## config.mk

```make
export PLATFORM = sky130hd
export DESIGN_NAME = board_refresh
export DESIGN_NICKNAME = d
export VERILOG_FILES = /design/src/rtl/board_refresh_pkg.sv /design/src/rtl/board_refresh_mask_rom.sv /design/src/rtl/board_refresh.sv
export SDC_FILE = /design/constraint.sdc
export NUM_CORES = 1
export LEC_CHECK = 0
export BUFFER_PORTS_ARGS = -buffer_cell sky130_fd_sc_hd__buf_2
export CAP_MARGIN = 20
export CELL_PAD_IN_SITES_DETAIL_PLACEMENT = 0
export CELL_PAD_IN_SITES_GLOBAL_PLACEMENT = 2
export CORE_MARGIN = 5
export CORE_UTILIZATION = 44
export CTS_BUF_LIST = sky130_fd_sc_hd__clkbuf_8
export DETAILED_ROUTE_END_ITERATION = 10
export HOLD_SLACK_MARGIN = 0.1
export PLACE_DENSITY_LB_ADDON = 0.1
export SYNTH_ARGS = -nofsm -noshare
export SYNTH_HDL_FRONTEND = slang
export SYNTH_HIERARCHICAL = 1
export SYNTH_SLANG_ARGS = --single-unit
```

## constraint.sdc

```tcl
create_clock -name clk -period 5.8 [get_ports clk]
set_input_delay 0.87 -clock clk [delete_from_list [all_inputs] [get_ports clk]]
set_output_delay 0.87 -clock clk [all_outputs]
set_load 0.005 [all_outputs]
```

## src/rtl/board_refresh_pkg.sv

```systemverilog
// Shared definitions for the board-state engine and its piece-shape lookup.
// Contents:
//   BOARD_WIDTH / BOARD_HEIGHT : default board geometry (columns / rows)
//   piece_type_t               : piece codes, T_NONE = 0, T_I..T_L = 1..7
//   state_t                    : refresh FSM encoding
//   SHAPE_TABLE / shape_mask() : 4x4 occupancy masks, bit r*4+c = (col c, row r)
package board_refresh_pkg;

    localparam int BOARD_WIDTH  = 10;
    localparam int BOARD_HEIGHT = 20;

    typedef enum logic [2:0] {
        T_NONE = 3'd0,
        T_I    = 3'd1,
        T_O    = 3'd2,
        T_T    = 3'd3,
        T_S    = 3'd4,
        T_Z    = 3'd5,
        T_J    = 3'd6,
        T_L    = 3'd7
    } piece_type_t;

    typedef enum logic [1:0] {
        IDLE = 2'd0,
        LOCK = 2'd1,
        SCAN = 2'd2,
        DONE = 2'd3
    } state_t;

    // Rows of the table are piece types I..L, columns are rotations 0..3.
    localparam logic [15:0] SHAPE_TABLE [7][4] = '{
        '{16'h00F0, 16'h4444, 16'h0F00, 16'h2222},   // I
        '{16'h0660, 16'h0660, 16'h0660, 16'h0660},   // O
        '{16'h0072, 16'h0262, 16'h0270, 16'h0232},   // T
        '{16'h0036, 16'h0231, 16'h0036, 16'h0231},   // S
        '{16'h0063, 16'h0132, 16'h0063, 16'h0132},   // Z
        '{16'h0071, 16'h0226, 16'h0470, 16'h0322},   // J
        '{16'h0074, 16'h0622, 16'h0170, 16'h0223}    // L
    };

    function automatic logic [15:0] shape_mask(input logic [2:0] piece, input logic [1:0] rot);
        logic [15:0] result;
        result = '0;
        if (piece != T_NONE) begin
            result = SHAPE_TABLE[3'(piece - 3'd1)][rot];
        end
        return result;
    endfunction

endpackage

```

## src/rtl/board_refresh_mask_rom.sv

```systemverilog
// piece_mask_rom: combinational (piece type, rotation) -> 16-bit occupancy mask.
// Also used by the collision-check logic that feeds the piece controller.
// Ports:
//   piece_type in  3   piece code, 0 = no piece (empty mask)
//   dir        in  2   rotation 0..3
//   mask       out 16  bit r*4+c set = cell (column c, row r) of the 4x4 box
module piece_mask_rom
    import board_refresh_pkg::*;
(
    input  logic [2:0]  piece_type,
    input  logic [1:0]  dir,
    output logic [15:0] mask
);

    assign mask = shape_mask(piece_type, dir);

endmodule

```

## src/rtl/board_refresh.sv

```systemverilog
// board_refresh: merges a locked piece into the stored board, then removes
// full rows bottom-up while compacting the board, and answers with a one-cycle
// refresh_done pulse.
// Ports:
//   clk, rstn          clock, asynchronous active-low reset
//   refresh            one-cycle lock request (ignored while busy)
//   x, y               piece bounding-box column / row origin
//   piece_type, dir    piece code (0 = none) and rotation
//   rd_row / rd_data   combinational row read port, zero beyond the board
//   refresh_done       one-cycle pulse when lock and clear are complete
//   busy               high whenever the FSM is not idle
//   overflow           row 0 or row 1 of the board is occupied
//   lines_last         rows cleared by the most recent refresh
//   lines_total        cumulative cleared rows, saturating at 0xFFFF
module board_refresh
    import board_refresh_pkg::*;
#(
    parameter int WIDTH  = BOARD_WIDTH,
    parameter int HEIGHT = BOARD_HEIGHT
) (
    input  logic             clk,
    input  logic             rstn,
    input  logic             refresh,
    input  logic [4:0]       x,
    input  logic [4:0]       y,
    input  logic [2:0]       piece_type,
    input  logic [1:0]       dir,
    input  logic [4:0]       rd_row,
    output logic [WIDTH-1:0] rd_data,
    output logic             refresh_done,
    output logic             busy,
    output logic             overflow,
    output logic [2:0]       lines_last,
    output logic [15:0]      lines_total
);

    state_t            state;
    state_t            next_state;
    logic [WIDTH-1:0]  board      [HEIGHT];
    logic [WIDTH-1:0]  locked     [HEIGHT];
    logic [WIDTH-1:0]  piece_rows [4];
    logic [4:0]        ptr;
    logic [2:0]        count;
    logic [4:0]        x_q;
    logic [4:0]        y_q;
    logic [2:0]        type_q;
    logic [1:0]        dir_q;
    logic [15:0]       mask;
    logic              row_full;
    logic [16:0]       total_sum;

    piece_mask_rom u_mask_rom (
        .piece_type (type_q),
        .dir        (dir_q),
        .mask       (mask)
    );

    assign row_full     = &board[ptr];
    assign total_sum    = {1'b0, lines_total} + 17'(count);
    assign refresh_done = (state == DONE);
    assign busy         = (state != IDLE);
    assign overflow     = (|board[0]) | (|board[1]);
    assign rd_data      = (rd_row < 5'(HEIGHT)) ? board[rd_row] : '0;

    // Board image with the captured piece ORed in. Shifting the zero-extended
    // mask nibble left by x drops columns >= WIDTH instead of wrapping, and the
    // 6-bit row sum never matches a board row once it runs past the bottom.
    always_comb begin
        for (int r = 0; r < 4; r++) begin
            piece_rows[r] = WIDTH'(mask[r*4 +: 4]) << x_q;
        end
        for (int i = 0; i < HEIGHT; i++) begin
            locked[i] = board[i];
            for (int r = 0; r < 4; r++) begin
                if (({1'b0, y_q} + 6'(r)) == 6'(i)) begin
                    locked[i] = locked[i] | piece_rows[r];
                end
            end
        end
    end

    always_ff @(posedge clk or negedge rstn) begin
        if (!rstn) begin
            state <= IDLE;
        end else begin
            state <= next_state;
        end
    end

    // SCAN stays on the same row after a clear so the row shifted down into
    // the pointer position is tested again on the next cycle.
    always_comb begin
        next_state = state;
        case (state)
            IDLE:    if (refresh) next_state = LOCK;
            LOCK:    next_state = SCAN;
            SCAN:    if (!row_full && ptr == 5'd0) next_state = DONE;
            DONE:    next_state = IDLE;
            default: next_state = IDLE;
        endcase
    end

    always_ff @(posedge clk or negedge rstn) begin
        if (!rstn) begin
            for (int i = 0; i < HEIGHT; i++) begin
                board[i] <= '0;
            end
            ptr         <= 5'(HEIGHT - 1);
            count       <= '0;
            x_q         <= '0;
            y_q         <= '0;
            type_q      <= '0;
            dir_q       <= '0;
            lines_last  <= '0;
            lines_total <= '0;
        end else begin
            case (state)
                IDLE: begin
                    if (refresh) begin
                        x_q    <= x;
                        y_q    <= y;
                        type_q <= piece_type;
                        dir_q  <= dir;
                    end
                end
                LOCK: begin
                    for (int i = 0; i < HEIGHT; i++) begin
                        board[i] <= locked[i];
                    end
                    ptr   <= 5'(HEIGHT - 1);
                    count <= '0;
                end
                SCAN: begin
                    if (row_full) begin
                        for (int k = 0; k < HEIGHT; k++) begin
                            if (k == 0) begin
                                board[k] <= '0;
                            end else if (5'(k) <= ptr) begin
                                board[k] <= board[k-1];
                            end
                        end
                        count <= count + 3'd1;
                    end else if (ptr != 5'd0) begin
                        ptr <= ptr - 5'd1;
                    end
                end
                DONE: begin
                    lines_last  <= count;
                    lines_total <= total_sum[16] ? 16'hFFFF : total_sum[15:0];
                end
                default: ;
            endcase
        end
    end

endmodule

```

==> results by group <==
Floorplanning
  – Initial Util: 0.443
  – IO Count: 55
  – Core Area: 0.0474 mm^2
  – Die area: ~0.052 mm^2
  – Site Rows: 80
  – Die Ht: about 230 um
  – Die X: between 200 and 250 um

STA
  – RSZ-0062 raised after global routing: no
  – Fin crit period: 5.03 ns
  – Max-slew violation count: 0
  – Final Hold Viols: 0
  – Worst clock skew: between 0.02 and 0.03 ns
  – Max_slew headroom: 0.118
  – Worst Tran Pin Value: about 1.3 ns
  – Fmax: 199 MHz
  – Period utilization: 0.867
  – Setup TNS: 0 ns
  – Final setup viols: 0

Worst setup path
  – CP Cell Sequence: inv_1 > ha_1 > inv_1 > ha_1 > o21ai_0 > a221oi_1 > mux2i_1 > o22ai_1 > and2_1 > buf_4 > nand2_1 > o221ai_1 > a211oi_1 > nor3_1 > o22a_1
  – WP data required: ~6.4 ns
  – Critical path origin: type_q[0]
  – Largest delay share family, worst path: compound AO/OA/AOI/OAI gates
  – CP max FO: 24
  – Setup crit end: board[132]
  – Crit Reg-Reg Endpoint: board[132]
  – Slowest cell on crit path: a221oi_1
  – Buf/Inv on CP: 3
  – Startpoint type of the worst setup path: flop
  – Crit path depth: 15
  – Crit Path Class: reg2reg
  – Max incr delay on CP: 0.92 ns
  – Setup slack, reg-to-reg: about 0.77 ns
  – Worst Reg2Reg Path Length in Cells: 15
  – CP arrival: ~5.6 ns
  – Reg2Reg Launch Point: type_q[0]
  – Crit. End Element: flop

Synth
  – Mux contribution to synthesized area: 0.150
  – EDFF count, synth: 0
  – FFs w/ async S/R, synth: 1.00
  – Synthesized flop and latch total: around 240
  – Avg Cell Area, Syn: 8.60 um^2
  – Main flop type after synthesis: dfrtp_1
  – Synthesized cell area: 0.0210 mm^2
  – Synth Area in XOR/XNOR: 0.00709
  – Yosys top cell area share: 0.287
  – Yosys warns: 6
  – Syn Inst Count: 2443
  – Area contributors post-synth: dfrtp_1 (29%), mux2i_1 (7.6%), mux4_2 (5.5%)
  – Simple-gate share of the synthesized area: 0.167
  – Sequential share of the synthesized area: 0.291
  – Adder-Cell Fraction of Synth Area: 0.0158
  – Synth area leader: dfrtp_1
  – Distinct cells, synth: 84
  – Main combinational cell family by area after synthesis: compound AO/OA/AOI/OAI gates
  – Synth Area in Compound Gates: 0.319

Detailed routing
  – Routed WL: between 100000 and 150000 um
  – DR iter-0 viols: 4945
  – Number of routed nets with antenna violations: 0
  – Via density: roughly 8
  – Routed len/inst: ~40 um
  – # DRC: 2
  – DRT Pass-1 Iters: 11
  – Via count: between 20000 and 25000

Global route
  – Global-route wire length before repair: 174000 um
  – Largest net degree at the start of global routing: between 100 and 150
  – Vias in the first global route: 22824
  – Grt ovf: 0
  – GRT Total Usage: 0.455
  – Initial antenna violation count: 5

CTS
  – Clk sinks: roughly 240
  – CTS Hold Bufs: 0
  – Clock Tree Root: clkbuf_8
  – CTS max path bufs: 3
  – CTS tree: yes
  – Post-CTS setup buffers: 0
  – CTS clk-pin slew, worst paths: ~0.06 ns
  – Post-CTS sizing: 0
  – H-tree depth: 2
  – Num CTS Buffers: 49
  – Worst skew pair latency: a little under 0.7 ns

Pwr
  – Peak VDD IR: roughly 0.56 mV
  – Leak pwr: about 9.4 nW
  – Cell Pwr Density: 664 mW/mm^2
  – Overall Power: between 15 and 20 mW

Job
  – Max Cap Viol: 0

Finish
  – Area growth from synthesis to layout: 10.2%
  – Number of fill cells in the layout: 4692
  – FF/Latch Area: ~0.0061 mm^2
  – Footprint of the multi-input gates: approximately 0.014 mm^2
  – Share of layout cells above drive strength 1: 0.191
  – Layout Nets: 2494

Place
  – DP HPWL: approximately 87000 um
  – RePlAce Congestion: 1.07
  – PortBufs: 54

Hold path
  – Hold Path Class: in2async

Status
  – Run status: finished, violations left
  – Failing checks: DRC
## state kept, by name, summed over array words and instances, names as in the netlist, 3 cells and up
name         cells
type_q           3
lines_last       3
y_q              5
ptr              5
lines_total     16
board          200
x_q              5
count            3
## logic make-up after synthesis
| family | count (synthesis) |
|---|---|
| compound gates | 912 |
| xor+xnor | 17 |
| fa+ha+maj | 26 |
| buf+inv | 246 |
| flops | 244 |
| mux | 247 |
| other cells | 1 |
| simple gates | 750 |
## per-layer routing
layer	vias up	track usage	wire length, um
li1	9701	-	-
met1	11962	0.596	46300
met2	2254	0.615	48300
met3	582	0.184	18700
met4	12	0.300	11100
met5	-	0.00827	120
## worst reg2reg max path, stage by stage (launching register included)
cell and delay [ns]:
dfrtp_1 0.43, inv_1 0.15, ha_1 0.19, inv_1 0.05
ha_1 0.70, o21ai_0 0.23, a221oi_1 0.92, mux2i_1 0.17
o22ai_1 0.35, and2_1 0.80, buf_4 0.31, nand2_1 0.08
o221ai_1 0.14, a211oi_1 0.09, nor3_1 0.19, o22a_1 0.16
## Yosys cell counts (all sizes together) (25+ instances only)
cell type and count:
inv 36, nor2 208, o22ai 174, mux2 37, nor4 29, ha 25, nor3 70, buf 44
nand2 253, dfrtp 241, clkbuf 164, o221ai 41, a21oi 88, nand2b 33, o221a 108, nand3 50
a22oi 33, a222oi 39, mux4 51, a2111oi 48, o21ai 178, a211oi 75, mux2i 159
## worst min path at each step
stage                 endpoint  cells past startpoint
2_1_floorplan         dir_q[1]                      1
3_3_place_gp   lines_total[12]                      1
3_5_place_dp   lines_total[12]                      1
4_1_cts              board[66]                      1
5_1_grt              board[92]                      1
6_report             board[92]                      1
## layout by cell type (no fill, tap or decap), types with 11 or more instances in the layout
cell,n
a222oi_1,39
o211ai_1,12
nand2b_1,32
mux2i_1,159
buf_2,53
inv_1,41
or2_2,16
o221ai_1,41
o21ai_0,174
a221oi_1,23
ha_1,24
nor3_1,67
dfrtp_1,241
o22a_1,14
nand3_1,50
mux4_2,51
buf_4,97
a2111oi_0,46
a22oi_1,33
nor2b_1,21
o22ai_1,172
nor4_1,28
mux2_2,33
nand2_1,252
and2_1,14
a211oi_1,75
and3_1,11
o221a_2,99
a21oi_1,86
clkbuf_8,63
nor2_1,197
## power by group
part	internal [mW]	switching, mW
Sequential	2.42	1.61
Clock	1.16	0.926
Combinational	3.22	6.05
## layout make-up
class,instances,area share
antenna,2,0.000216
clock buffer,63,0.0374
clock inverter,25,0.00994
inverter,38,0.00616
multi-input combinational,1955,0.602
sequential,244,0.264
tap,615,0.0332
timing repair buffer,157,0.0474
## metrics by stage
stage	std cells	setup WS [ns]	hold slack, ns	utilization	area, um^2
after floorplan	2445	2.12	0.481	-	21000
after global placement	3004	1.06	0.480	0.464	22000
after detailed placement	3006	1.06	0.488	0.464	22000
after CTS	3094	1.05	0.217	0.487	23100
after global routing	3098	0.525	0.257	0.488	23200
final	3099	0.773	0.195	0.488	23200
Power figures use the tool's default switching activity.
